### src/rtl/rifl_tx_replay_sched.sv
// +----------------------------------------------------------------------------+
// | rifl_tx_replay_sched: per-slot TX frame arbiter with rollback replay.      |
// | Rev 1.0                                                                    |
// +----------------------------------------------------------------------------+
`default_nettype none

module rifl_tx_replay_sched #(
  parameter int FRAME_ID_WIDTH  = 8,
  parameter int ROLLBACK_CYCLES = 16,
  parameter int HOLDOFF_SLOTS   = 32,
  parameter int ADDR_WIDTH      = $clog2(ROLLBACK_CYCLES)
) (
  input  logic                      clk,
  input  logic                      rst,
  input  logic                      i_tx_up,
  input  logic                      i_slot,
  input  logic                      i_user_valid,
  output logic                      o_user_ready,
  input  logic                      i_ctrl_req,
  output logic                      o_ctrl_ack,
  input  logic                      i_remote_error,
  output logic                      o_frame_valid,
  output logic [1:0]                o_frame_type,
  output logic [FRAME_ID_WIDTH-1:0] o_frame_id,
  output logic                      o_frame_src,
  output logic                      o_buf_wr_en,
  output logic [ADDR_WIDTH-1:0]     o_buf_wr_addr,
  output logic                      o_buf_rd_en,
  output logic [ADDR_WIDTH-1:0]     o_buf_rd_addr,
  output logic                      o_replaying
);

  localparam int CW = ADDR_WIDTH + 1;
  localparam int HW = $clog2(HOLDOFF_SLOTS + 1);

  localparam logic [1:0]                c_TYPE_IDLE = 2'b00;
  localparam logic [1:0]                c_TYPE_DATA = 2'b01;
  localparam logic [1:0]                c_TYPE_CTRL = 2'b10;
  localparam logic [FRAME_ID_WIDTH-1:0] c_ROLLBACK  = FRAME_ID_WIDTH'(ROLLBACK_CYCLES);
  localparam logic [CW-1:0]             c_RP_CNT    = CW'(ROLLBACK_CYCLES);
  localparam logic [HW-1:0]             c_HOLDOFF   = HW'(HOLDOFF_SLOTS);

  typedef enum logic [1:0] {
    S_DOWN   = 2'd0,
    S_NORMAL = 2'd1,
    S_REPLAY = 2'd2
  } state_t;

  state_t                    r_state;
  logic [FRAME_ID_WIDTH-1:0] r_tx_id;
  logic [FRAME_ID_WIDTH-1:0] r_rp_id;
  logic [CW-1:0]             r_rp_cnt;
  logic [HW-1:0]             r_holdoff;
  logic                      r_err_d;

  logic                      w_decide;
  logic                      w_data_new;
  logic                      w_data_rp;
  logic                      w_rp_last;
  logic                      w_trig;
  logic [FRAME_ID_WIDTH-1:0] w_tx_id_nxt;

  assign w_decide     = i_slot & i_tx_up & (r_state != S_DOWN);
  assign o_user_ready = i_slot & i_tx_up & (r_state == S_NORMAL) & ~i_ctrl_req;
  assign o_ctrl_ack   = w_decide & i_ctrl_req;
  assign w_data_new   = o_user_ready & i_user_valid;
  assign w_data_rp    = w_decide & ~i_ctrl_req & (r_state == S_REPLAY);
  assign w_rp_last    = w_data_rp & (r_rp_cnt == CW'(1));
  assign w_tx_id_nxt  = r_tx_id + (w_data_new ? FRAME_ID_WIDTH'(1) : FRAME_ID_WIDTH'(0));

  // A fresh edge always triggers; a level still high only after holdoff expires.
  assign w_trig = i_tx_up & (r_state == S_NORMAL) & i_remote_error &
                  (~r_err_d | (r_holdoff == HW'(0)));

  always_ff @(posedge clk) begin
    if (rst) begin
      r_state       <= S_DOWN;
      r_tx_id       <= '0;
      r_rp_id       <= '0;
      r_rp_cnt      <= '0;
      r_holdoff     <= '0;
      r_err_d       <= 1'b0;
      o_frame_valid <= 1'b0;
      o_frame_type  <= c_TYPE_IDLE;
      o_frame_id    <= '0;
      o_frame_src   <= 1'b0;
      o_buf_wr_en   <= 1'b0;
      o_buf_wr_addr <= '0;
      o_buf_rd_en   <= 1'b0;
      o_buf_rd_addr <= '0;
      o_replaying   <= 1'b0;
    end else begin
      r_err_d       <= i_remote_error;
      o_frame_valid <= 1'b0;
      o_buf_wr_en   <= 1'b0;
      o_buf_rd_en   <= 1'b0;

      if (i_slot && (r_holdoff != HW'(0))) begin
        r_holdoff <= r_holdoff - HW'(1);
      end

      if (w_decide) begin
        o_frame_valid <= 1'b1;
        o_frame_id    <= r_tx_id;
        o_frame_src   <= 1'b0;
        if (i_ctrl_req) begin
          o_frame_type <= c_TYPE_CTRL;
        end else if (r_state == S_REPLAY) begin
          o_frame_type  <= c_TYPE_DATA;
          o_frame_id    <= r_rp_id;
          o_frame_src   <= 1'b1;
          o_buf_rd_en   <= 1'b1;
          o_buf_rd_addr <= r_rp_id[ADDR_WIDTH-1:0];
        end else if (i_user_valid) begin
          o_frame_type  <= c_TYPE_DATA;
          o_buf_wr_en   <= 1'b1;
          o_buf_wr_addr <= r_tx_id[ADDR_WIDTH-1:0];
        end else begin
          o_frame_type <= c_TYPE_IDLE;
        end
      end

      r_tx_id <= w_tx_id_nxt;

      if (w_data_rp) begin
        r_rp_id  <= r_rp_id + FRAME_ID_WIDTH'(1);
        r_rp_cnt <= r_rp_cnt - CW'(1);
      end

      case (r_state)
        S_DOWN: begin
          if (i_tx_up) r_state <= S_NORMAL;
        end
        S_NORMAL: begin
          if (w_trig) begin
            // Rewind from the id after this cycle's decision so the last replayed id is tx_id-1.
            r_rp_id     <= w_tx_id_nxt - c_ROLLBACK;
            r_rp_cnt    <= c_RP_CNT;
            r_state     <= S_REPLAY;
            o_replaying <= 1'b1;
          end
        end
        S_REPLAY: begin
          if (w_rp_last) begin
            r_state     <= S_NORMAL;
            r_holdoff   <= c_HOLDOFF;
            o_replaying <= 1'b0;
          end
        end
        default: begin
          r_state     <= S_DOWN;
          o_replaying <= 1'b0;
        end
      endcase

      if (!i_tx_up) begin
        r_state     <= S_DOWN;
        r_rp_cnt    <= '0;
        o_replaying <= 1'b0;
      end
    end
  end

endmodule

`default_nettype wire

### config.mk
export PLATFORM = sky130hd
export DESIGN_NAME = rifl_tx_replay_sched
export DESIGN_NICKNAME = d
export VERILOG_FILES = /design/src/rtl/rifl_tx_replay_sched.sv
export SDC_FILE = /design/constraint.sdc
export NUM_CORES = 1
export LEC_CHECK = 0
export BUFFER_PORTS_ARGS = -buffer_cell sky130_fd_sc_hd__buf_2
export CAP_MARGIN = 10
export CORE_UTILIZATION = 50
export CTS_BUF_LIST = sky130_fd_sc_hd__clkbuf_16
export DETAILED_ROUTE_END_ITERATION = 8
export PLACE_DENSITY = 0.71
export SLEW_MARGIN = 20
export SYNTH_ARGS = -nofsm -noshare
export SYNTH_HDL_FRONTEND = slang
export SYNTH_SLANG_ARGS = --single-unit
### constraint.sdc
create_clock -name clk -period 4.56 [get_ports clk]
set_input_delay 0.684 -clock clk [delete_from_list [all_inputs] [get_ports clk]]
set_output_delay 0.684 -clock clk [all_outputs]
set_load 0.005 [all_outputs]
Yosys cells after proc, flatten, opt, wreduce, memory -nomap -nowiden

Cells that the tools add are included.

Add/subtract/negate cells: 5
Mux-type cells: 25
Equality and inequality tests: 5
Bitwise gates (word level): 19
Reduce and logical (&&, ||, !) cells: 12

Operators by type and width:

| kind                                                | number |
|---|---|
| two-way mux 8 bit                                   | 5 |
| two-way mux 6 bit                                   | 3 |
| two-way mux 5 bit                                   | 3 |
| bitwise AND 1 bit                                   | 12 |
| two-way mux 1 bit                                   | 9 |
| adder 8 x 1 -> 8 bit                                | 1 |
| adder 8 x 1 -> 8 bit, second input constant         | 1 |
| subtractor 8 x 5 -> 8 bit, second input constant    | 1 |
| zero test 6 bit                                     | 1 |
| two-way mux 2 bit                                   | 3 |
| inverter 1 bit                                      | 6 |
| one-hot mux 2 bit (3 select lines)                  | 1 |
| AND reduction 3 bit                                 | 2 |
| nonzero test 6 bit                                  | 1 |
| subtractor 6 x 1 -> 6 bit, second input constant    | 1 |
| equality test 5 x 1 -> 1 bit, second input constant | 1 |
| subtractor 5 x 1 -> 5 bit, second input constant    | 1 |
| != test 2 bit, second input constant                | 2 |
| AND reduction 4 bit                                 | 1 |
| OR reduction 2 bit                                  | 2 |
| OR reduction 4 bit                                  | 1 |
| one-hot mux 1 bit (3 select lines)                  | 1 |
| equality test 2 x 1 -> 1 bit, second input constant | 1 |
| equality test 2 bit, second input constant          | 1 |
| other kinds (5)                                     | 5 |

Word-level logic and storage cells: 81
Input bits: 7
Flip-flop bits (word level): 53
Output and inout bits: 25

Depth between registers and ports, before layout

Gate-level depths: netlist (run 1).

Depth in word-level cells: 9
Depth in mapped cells: 11
Depth with buffers taken out: 10

Least setup slack after synthesis (run 1)

No wires, ideal clock.

Path type: input -> register
Start: in i_ctrl_req
End: reg r_rp_id[6]
Required time: 4.474 ns
Library setup time: 0.086 ns
Path buffers: 1
Arrival: 2.644 ns
Path slack: 1.831 ns
Stages on the path: 11
Cells stage by stage: clkbuf_1 > nand3b_1 > nor2_1 > and2_1 > ha_1 > ha_1 > and3_1 > xnor2_1 > ha_1 > xor2_1 > a211oi_1

Word-level cells in the longest chain between the ends: 8
Elaborated cells between the ends (all ways): 11
Those cells by class: add/sub: 2; mux: 4; bitwise: 5

Ends and longest elaborated chain:

| item                            | line | RTL |
|---|---|---|
| start, declared                 | 19   | `input logic i_ctrl_req,` |
| inverter 1 bit (no source line) | -    |  |
| bitwise AND 1 bit               | 64   | `assign o_user_ready = i_slot & i_tx_up & (r_state == S_NORMAL) & ~i_ctrl_req;` |
| named net o_user_ready          | 18   | `output logic o_user_ready,` |
| bitwise AND 1 bit               | 66   | `assign w_data_new = o_user_ready & i_user_valid;` |
| two-way mux 1 bit               | 69   | `assign w_tx_id_nxt = r_tx_id + (w_data_new ? FRAME_ID_WIDTH'(1) : FRAME_ID_WIDTH'(0));` |
| adder 8 x 1 -> 8 bit            | 69   |  |
| subtractor 8 x 5 -> 8 bit       | 137  | `r_rp_id <= w_tx_id_nxt - c_ROLLBACK;` |
| two-way mux 8 bit               | 135  | `if (w_trig) begin` |
| two-way mux 8 bit               | 130  | `case (r_state)` |
| end signal, assigned            | 126  | `r_rp_id <= r_rp_id + FRAME_ID_WIDTH'(1);` |
| end signal, assigned            | 137  |  |
| end, declared                   | 51   | `logic [FRAME_ID_WIDTH-1:0] r_rp_id;` |

The timed path passes the listed nets, and every way through them passes these cells.
A chain may end at the register's enable or synchronous reset.

Worst setup path after layout (run 1)

Start: reg r_state[1]
End: reg r_rp_id[6]

Word-level cells in the longest chain between the ends: 9
Elaborated cells between the ends (all ways): 18
Those cells by class: add/sub: 2; eq/ne: 2; mux: 4; bitwise: 9; reduce/logical: 1

Ends and longest elaborated chain:

| item                            | line        | RTL |
|---|---|---|
| start, declared                 | 49          | `state_t r_state;` |
| start signal, assigned          | 77          | `r_state <= S_DOWN;` |
| start signal, assigned          | 132         | `if (i_tx_up) r_state <= S_NORMAL;` |
| start signal, assigned          | 139         | `r_state <= S_REPLAY;` |
| equality test 2 x 1 -> 1 bit    | 64, 72, 130 |  |
| bitwise AND 1 bit (2 in series) | 64          |  |
| bitwise AND 1 bit               | 66          |  |
| two-way mux 1 bit               | 69          |  |
| adder 8 x 1 -> 8 bit            | 69          |  |
| subtractor 8 x 5 -> 8 bit       | 137         |  |
| two-way mux 8 bit               | 135         |  |
| two-way mux 8 bit *             | 130         |  |

Mark *: on every way between the ends. The rest lies on a longest branch, timed or not.

==> results by group, run 1 <==
STA
  – Final min period: 2.65 ns
  – TNS Setup: 0 ns
  – Final setup vio count: 0
  – Period utilization: 58.1%
  – Max Clk Rate: 0.377 GHz
  – Setup ws final: 1.91 ns
  – Unrepaired setup endpoints after global routing: false
  – Headroom to the max-slew limit: 44.6%
  – Count of final max-slew check failures: 0
  – Clock Skews: 0.00784 ns
  – Worst-Margin Slew: 0.828 ns
  – Final Hold Viols: 0

Final layout
  – Non-filler cells, final: 346
  – Share of cells above drive strength 1: 15.3%
  – Number of antenna diodes: 0
  – Post-route design area: 0.00270 mm2
  – Final #Nets: 309
  – Fill cell count: 401
  – P&R area growth vs syn: 12.2%

Yosys
  – Mapped cell area: 0.00241 mm2
  – Syn nets: 285
  – Syn Inst Count: 270
  – Part of the Yosys area used for sequential elements: 44.1%
  – Post-synthesis cell type count: 43
  – Mean Syn Cell Area: 8.91 um2
  – Flops & latches, synth: 53
  – Yosys Warn Count: 0

Power
  – Sequential power share: 50.4%
  – Power Total: 1.01 mW
  – Net Switching: 0.258 mW
  – Comb power frac: 14.8%
  – Power per cell area: 375 mW/mm2
  – Power Internal: 0.755 mW
  – Max VDD drop: 0.261 mV
  – Sw Ratio: 25.5%
  – Static Leak: 1.04 nW
  – Clock Power Share: 34.8%

Worst setup path
  – Crit-path max FO: 9
  – Buffers & Inverters on Critical Path: 0
  – Critical path type: reg -> reg
  – Cell mode on critical path: ha_1
  – Worst path top cell family by delay: simple AND/OR/NAND/NOR gates
  – Startpoint types: flop
  – Critical path, cell by cell: nand2b_1 -> nor2_1 -> and2_1 -> ha_1 -> ha_1 -> and3_1 -> xnor2_1 -> ha_1 -> xor2_1 -> a211oi_1
  – Slowest CP cell: dfxtp_1
  – Slowest stage delay, CP: 0.46 ns
  – Worst Path Required: 4.75 ns
  – R2r setup slk: 1.91 ns
  – Worst EP arrival: 2.84 ns
  – CP Capture Type: flop

Drt
  – Initial drt markers: 143
  – Post-DR wirelength/cell: 14.2 um
  – Drt pass-1 iters: 7
  – Antenna viol nets, final: 0
  – Drt via density: 5.53
  – Post-route DRC: 2
  – Final wirelength: 4920 um
  – Vias: 1914

GRT
  – Largest net degree at the start of global routing: 43
  – Gr ovfl total: 0
  – First-pass GRT wire length: 8410 um
  – Vias in the first global route: 1815
  – Total GRT Usage: 21.6%
  – Initial antenna violation count: 0

Flow run
  – Number of max-cap violations: 0

CTS
  – Clk sinks: 53
  – # Post-CTS Setup Buffers: 0
  – Worst-path clk slew: 0.06 ns
  – CTS H-tree lvls: 2
  – # resized after CTS: 0
  – Skew-Pair Late Insertion Delay: 0.29 ns
  – CTS tree: done
  – Maximum root-to-sink buffer count: 2
  – Number of hold buffers added after CTS: 0
  – Total CTS buffers: 5
  – CTS root buffer: clkbuf_16

Die
  – Die X: 71.4 um
  – Core area: 0.00447 mm2
  – IO Pins: 32
  – Die height: 71.4 um
  – DIE AREA: 0.00509 mm2
  – Starting density of the core: 53.8%
  – Std cell rows: 24

Placed design
  – DP Cell Count: 339
  – Placement Cell Area: 0.00257 mm2
  – GPL Wtd Cong: 0.824
  – Final HPWL DP: 3520 um
  – Port Buf Inserts: 31
  – DP Worst Slack: 1.71 ns

Worst hold path
  – Min-delay worst type: reg -> reg

Status
  – Status: complete, but fails checks
  – Violated checks: design-rule violations
==> sequential cells by signal, summed over array words and instances, names as in the netlist, 2 cells and up <==
signal         cells
r_holdoff          6
o_frame_type       2
o_frame_id         8
r_rp_cnt           5
o_buf_wr_addr      4
r_rp_id            8
o_buf_rd_addr      4
r_tx_id            8
r_state            2
==> worst paths after layout <==
check / depth (start not counted) / to / from
setup / recovery: 10 / r_rp_id[6] / r_state[1]
hold reg to reg: 2 / o_buf_rd_addr[2] / o_buf_rd_addr[2]
setup reg to reg: 10 / r_rp_id[6] / r_state[1]
hold / removal: 2 / o_buf_rd_addr[2] / o_buf_rd_addr[2]
==> power groups by stage <==
stage | clock, mW | combinational, mW | sequential (mW)
global route | 0.378 | 0.173 | 0.514
finish | 0.352 | 0.150 | 0.510
detailed placement | 0 | 0.152 | 0.520
floorplan | 0 | 0.124 | 0.516
CTS | 0.363 | 0.152 | 0.510
global placement | 0 | 0.146 | 0.520
==> logic make-up after synthesis <==
| logic type | share of synthesized area [%] |
|---|---|
| mux | 2.50 |
| compound gates | 14.2 |
| simple gates | 23.6 |
| fa+ha+maj | 4.16 |
| buf+inv | 3.43 |
| flops | 44.1 |
| xor+xnor | 8.01 |
==> layout by cell type, fill, tap and decap left out, types with 7 or more instances in the layout <==
master    count
inv_1         7
o21ai_0       7
nor2_1       43
xor2_1       11
a21oi_1       9
ha_1          8
dfxtp_1      53
xnor2_1      11
a211oi_1     13
buf_2        31
nand2_1      28
==> metal layers <==
metal,part of all wire (%),up-vias,track usage (%)
li1,-,982,-
met1,47,895,27.3
met2,47,32,35.1
met3,4.1,5,5.91
met4,1.5,0,8.22
met5,0,-,0
==> worst register-to-register path, cell delays in order (launching register included) <==
cell and delay, ns:
dfxtp_1 0.46, nand2b_1 0.32, nor2_1 0.10, and2_1 0.17
ha_1 0.23, ha_1 0.22, and3_1 0.23, xnor2_1 0.18
ha_1 0.23, xor2_1 0.16, a211oi_1 0.25
==> layout make-up <==
cell class / instances / area, um2 / area share, %
clock inverter: 2 / 7.51 / 0.278
sequential: 53 / 1060 / 39.3
tap: 52 / 65.1 / 2.41
clock buffer: 5 / 125 / 4.64
inverter: 6 / 22.5 / 0.834
multi-input combinational: 197 / 1260 / 46.8
timing repair buffer: 31 / 155 / 5.75
==> synth_stat cells <==
master | number | area share [%]
a211o_1 | 2 | 0.73
a211oi_1 | 13 | 4.1
a211oi_2 | 1 | 0.52
a211oi_4 | 1 | 0.83
a21boi_0 | 1 | 0.31
a21oi_1 | 9 | 1.9
a311oi_1 | 6 | 2.2
a311oi_2 | 1 | 0.62
a31oi_1 | 1 | 0.26
and2_1 | 2 | 0.52
and3_1 | 3 | 0.78
and3b_1 | 1 | 0.36
and4_1 | 1 | 0.36
and4_2 | 1 | 0.42
and4b_1 | 1 | 0.42
buf_6 | 1 | 0.47
clkbuf_1 | 13 | 2.0
dfxtp_1 | 53 | 44
ha_1 | 8 | 4.2
inv_1 | 6 | 0.94
mux2i_1 | 6 | 2.5
nand2_1 | 28 | 4.4
nand2b_1 | 5 | 1.3
nand3_1 | 6 | 1.2
nand3b_1 | 2 | 0.62
nand4_1 | 5 | 1.3
nor2_1 | 43 | 6.7
nor2b_1 | 5 | 1.3
nor3_1 | 1 | 0.21
nor3_2 | 1 | 0.42
nor3b_1 | 2 | 0.62
nor4_1 | 3 | 0.78
o211a_1 | 1 | 0.42
o211ai_1 | 1 | 0.31
o21a_1 | 1 | 0.31
o21ai_0 | 7 | 1.5
o21bai_1 | 1 | 0.31
or2_4 | 1 | 0.36
or2b_1 | 1 | 0.31
or3_4 | 1 | 0.47
or4_2 | 2 | 0.73
xnor2_1 | 11 | 4.0
xor2_1 | 11 | 4.0
==> stage by stage <==
stage / utilization, % / hold slack [ns]
6_report: 60.3 / 0.450
3_5_place_dp: 57.4 / 0.445
2_1_floorplan: - / 0.453
3_3_place_gp: 57.4 / 0.442
5_1_grt: 60.3 / 0.477
4_1_cts: 60.3 / 0.454
No activity file was read; power rests on OpenSTA's default activity.
==> run 2: changes to the inputs <==
==> constraint.sdc (replaced) <==
create_clock -name clk -period 2.7 [get_ports clk]
set_input_delay 0.405 -clock clk [delete_from_list [all_inputs] [get_ports clk]]
set_output_delay 0.405 -clock clk [all_outputs]
set_load 0.005 [all_outputs]
==> run 2 against run 1 <==
  * The run still ends with design-rule violations left
  * Sequential power rose by 69%
  * Design area rose by 1.5%
  * Global-route usage fell by 0.094 points
  * Sequential share of layout area fell by 0.59 points
==> results by group, run 2 (synthesized netlist as in run 1, its figures left out) <==
Final layout
  – Final #Nets: 314
  – Non-filler cells, final: 352
  – Fill cell count: 399
  – Share of cells above drive strength 1: 16.7%
  – Util after Layout: 61.2%
  – Number of antenna diodes: 0
  – Post-route design area: 0.00274 mm2
  – Commonest non-fill, non-tap cells in the layout: 53 x dfxtp_1, 43 x nor2_1, 31 x buf_2
  – Most common cell after layout, fill and taps aside: dfxtp_1
  – P&R area growth vs syn: 13.9%
  – Top Registers: o_frame_id: 8 flops, r_rp_id: 8 flops, r_tx_id: 8 flops

Worst setup path
  – Slowest stage delay, CP: 0.47 ns
  – Crit-path max FO: 9
  – Worst Path Required: 2.90 ns
  – R2r setup slk: 0.35 ns
  – CP Capture Type: flop
  – Reg-to-Reg End: r_rp_id[6]
  – Critical path type: reg -> reg
  – Critical path, cell by cell: nand2b_1 -> nor2_1 -> and2_1 -> ha_1 -> ha_1 -> and3_1 -> xnor2_1 -> ha_1 -> xor2_1 -> a211oi_1
  – Worst R2R Start: r_state[0]
  – Slowest CP cell: dfxtp_1
  – Worst EP arrival: 2.54 ns
  – Reg2Reg Depth: 10
  – Cell mode on critical path: ha_1
  – Startpoint types: flop

Worst hold path
  – Min-delay worst type: in -> reg
  – WHS Endpoint: r_err_d
  – Hold path start: i_remote_error
  – Worst hold path depth: 2

Drt
  – Drt pass-1 iters: 6
  – Drt via density: 5.56
  – Post-DR wirelength/cell: 13.8 um
  – Final wirelength: 4860 um
  – Vias: 1958
  – Initial drt markers: 137
  – Antenna viol nets, final: 0
  – Post-route DRC: 2

CTS
  – Skew-Pair Late Insertion Delay: 0.28 ns
  – CTS root buffer: clkbuf_16
  – Total CTS buffers: 5
  – # resized after CTS: 0
  – Number of hold buffers added after CTS: 0
  – Worst-path clk slew: 0.06 ns
  – Maximum root-to-sink buffer count: 2
  – Clk sinks: 53
  – CTS tree: done
  – # Post-CTS Setup Buffers: 0
  – CTS H-tree lvls: 2

STA
  – Max Clk Rate: 0.426 GHz
  – Final Hold Viols: 0
  – Headroom to the max-slew limit: 47.8%
  – Unrepaired setup endpoints after global routing: false
  – Final setup vio count: 0
  – TNS Setup: 0 ns
  – Hold slack: 0.361 ns
  – Clock Skews: 0.00365 ns
  – Period utilization: 87.0%
  – Count of final max-slew check failures: 0
  – Setup ws final: 0.352 ns
  – Worst-Margin Slew: 0.784 ns
  – Final min period: 2.35 ns

GRT
  – Initial antenna violation count: 0
  – Gr ovfl total: 0
  – Largest net degree at the start of global routing: 43
  – First-pass GRT wire length: 8500 um
  – Total GRT Usage: 21.5%
  – Vias in the first global route: 1795

Power
  – Max VDD drop: 0.449 mV
  – Power Total: 1.71 mW
  – Power per cell area: 625 mW/mm2
  – Static Leak: 1.08 nW

Placed design
  – Placement Cell Area: 0.00260 mm2
  – DP Cell Count: 344
  – Final HPWL DP: 3510 um
  – Port Buf Inserts: 31
  – DP Worst Slack: 0.217 ns
  – GPL Wtd Cong: 0.823

Die
  – Core area: 0.00447 mm2
  – IO Pins: 32
  – DIE AREA: 0.00509 mm2
  – Starting density of the core: 53.8%
  – Std cell rows: 24
  – Die height: 71.4 um
  – Die X: 71.4 um

Flow run
  – Number of max-cap violations: 0

Status
  – Violated checks: design-rule violations
  – Status: complete, but fails checks
## run 2: cell count changes in the layout (fill, tap and decap cells not counted)
cell      before  now
buf_4          0    5
inv_1          7    9
clkinv_1       1    0
## run 2: power by group
part	leakage, nW	total (mW)	switching (mW)	internal [mW]
registers	0.430	0.862	0.0377	0.824
clock network	0.0776	0.594	0.260	0.334
logic	0.572	0.257	0.136	0.121
## run 2: layer usage
layer	GRT usage (%)	part of all wire [%]	up-vias
met1	28.5	48	908
met3	5.34	3.9	7
met5	0	0	-
met4	5.33	0.90	0
met2	35.1	48	47
li1	-	-	996
## run 2: worst max path at each step
stage	start	endpoint	slack, ns	cells after the start
after global placement	i_ctrl_req	r_rp_id[6]	0.29	11
after CTS	r_state[0]	r_rp_id[6]	0.33	10
final	r_state[0]	r_rp_id[6]	0.35	10
after global routing	r_state[0]	r_rp_id[6]	0.1	10
after floorplan	i_ctrl_req	r_rp_id[6]	0.25	11
after detailed placement	i_ctrl_req	r_rp_id[6]	0.22	11
## run 2: final cells by class
type	instances	area [um2]	share of cell area, %
clock buffers	5	125	4.57
clock inverters	3	11.3	0.411
inverters	6	22.5	0.822
multi-input cells	197	1260	46.1
flip-flops and latches	53	1060	38.7
well taps	52	65.1	2.37
repair buffers	36	193	7.03
## run 2: critical path: cells and delay by family (launching register included)
kind                       cells  cell delay, ns
AOI/OAI and AO/OA              1            0.23
xor gates and xnor gates       2            0.27
adders and majority gates      3            0.66
DFF                            1            0.47
and+or+nand+nor                4            0.63
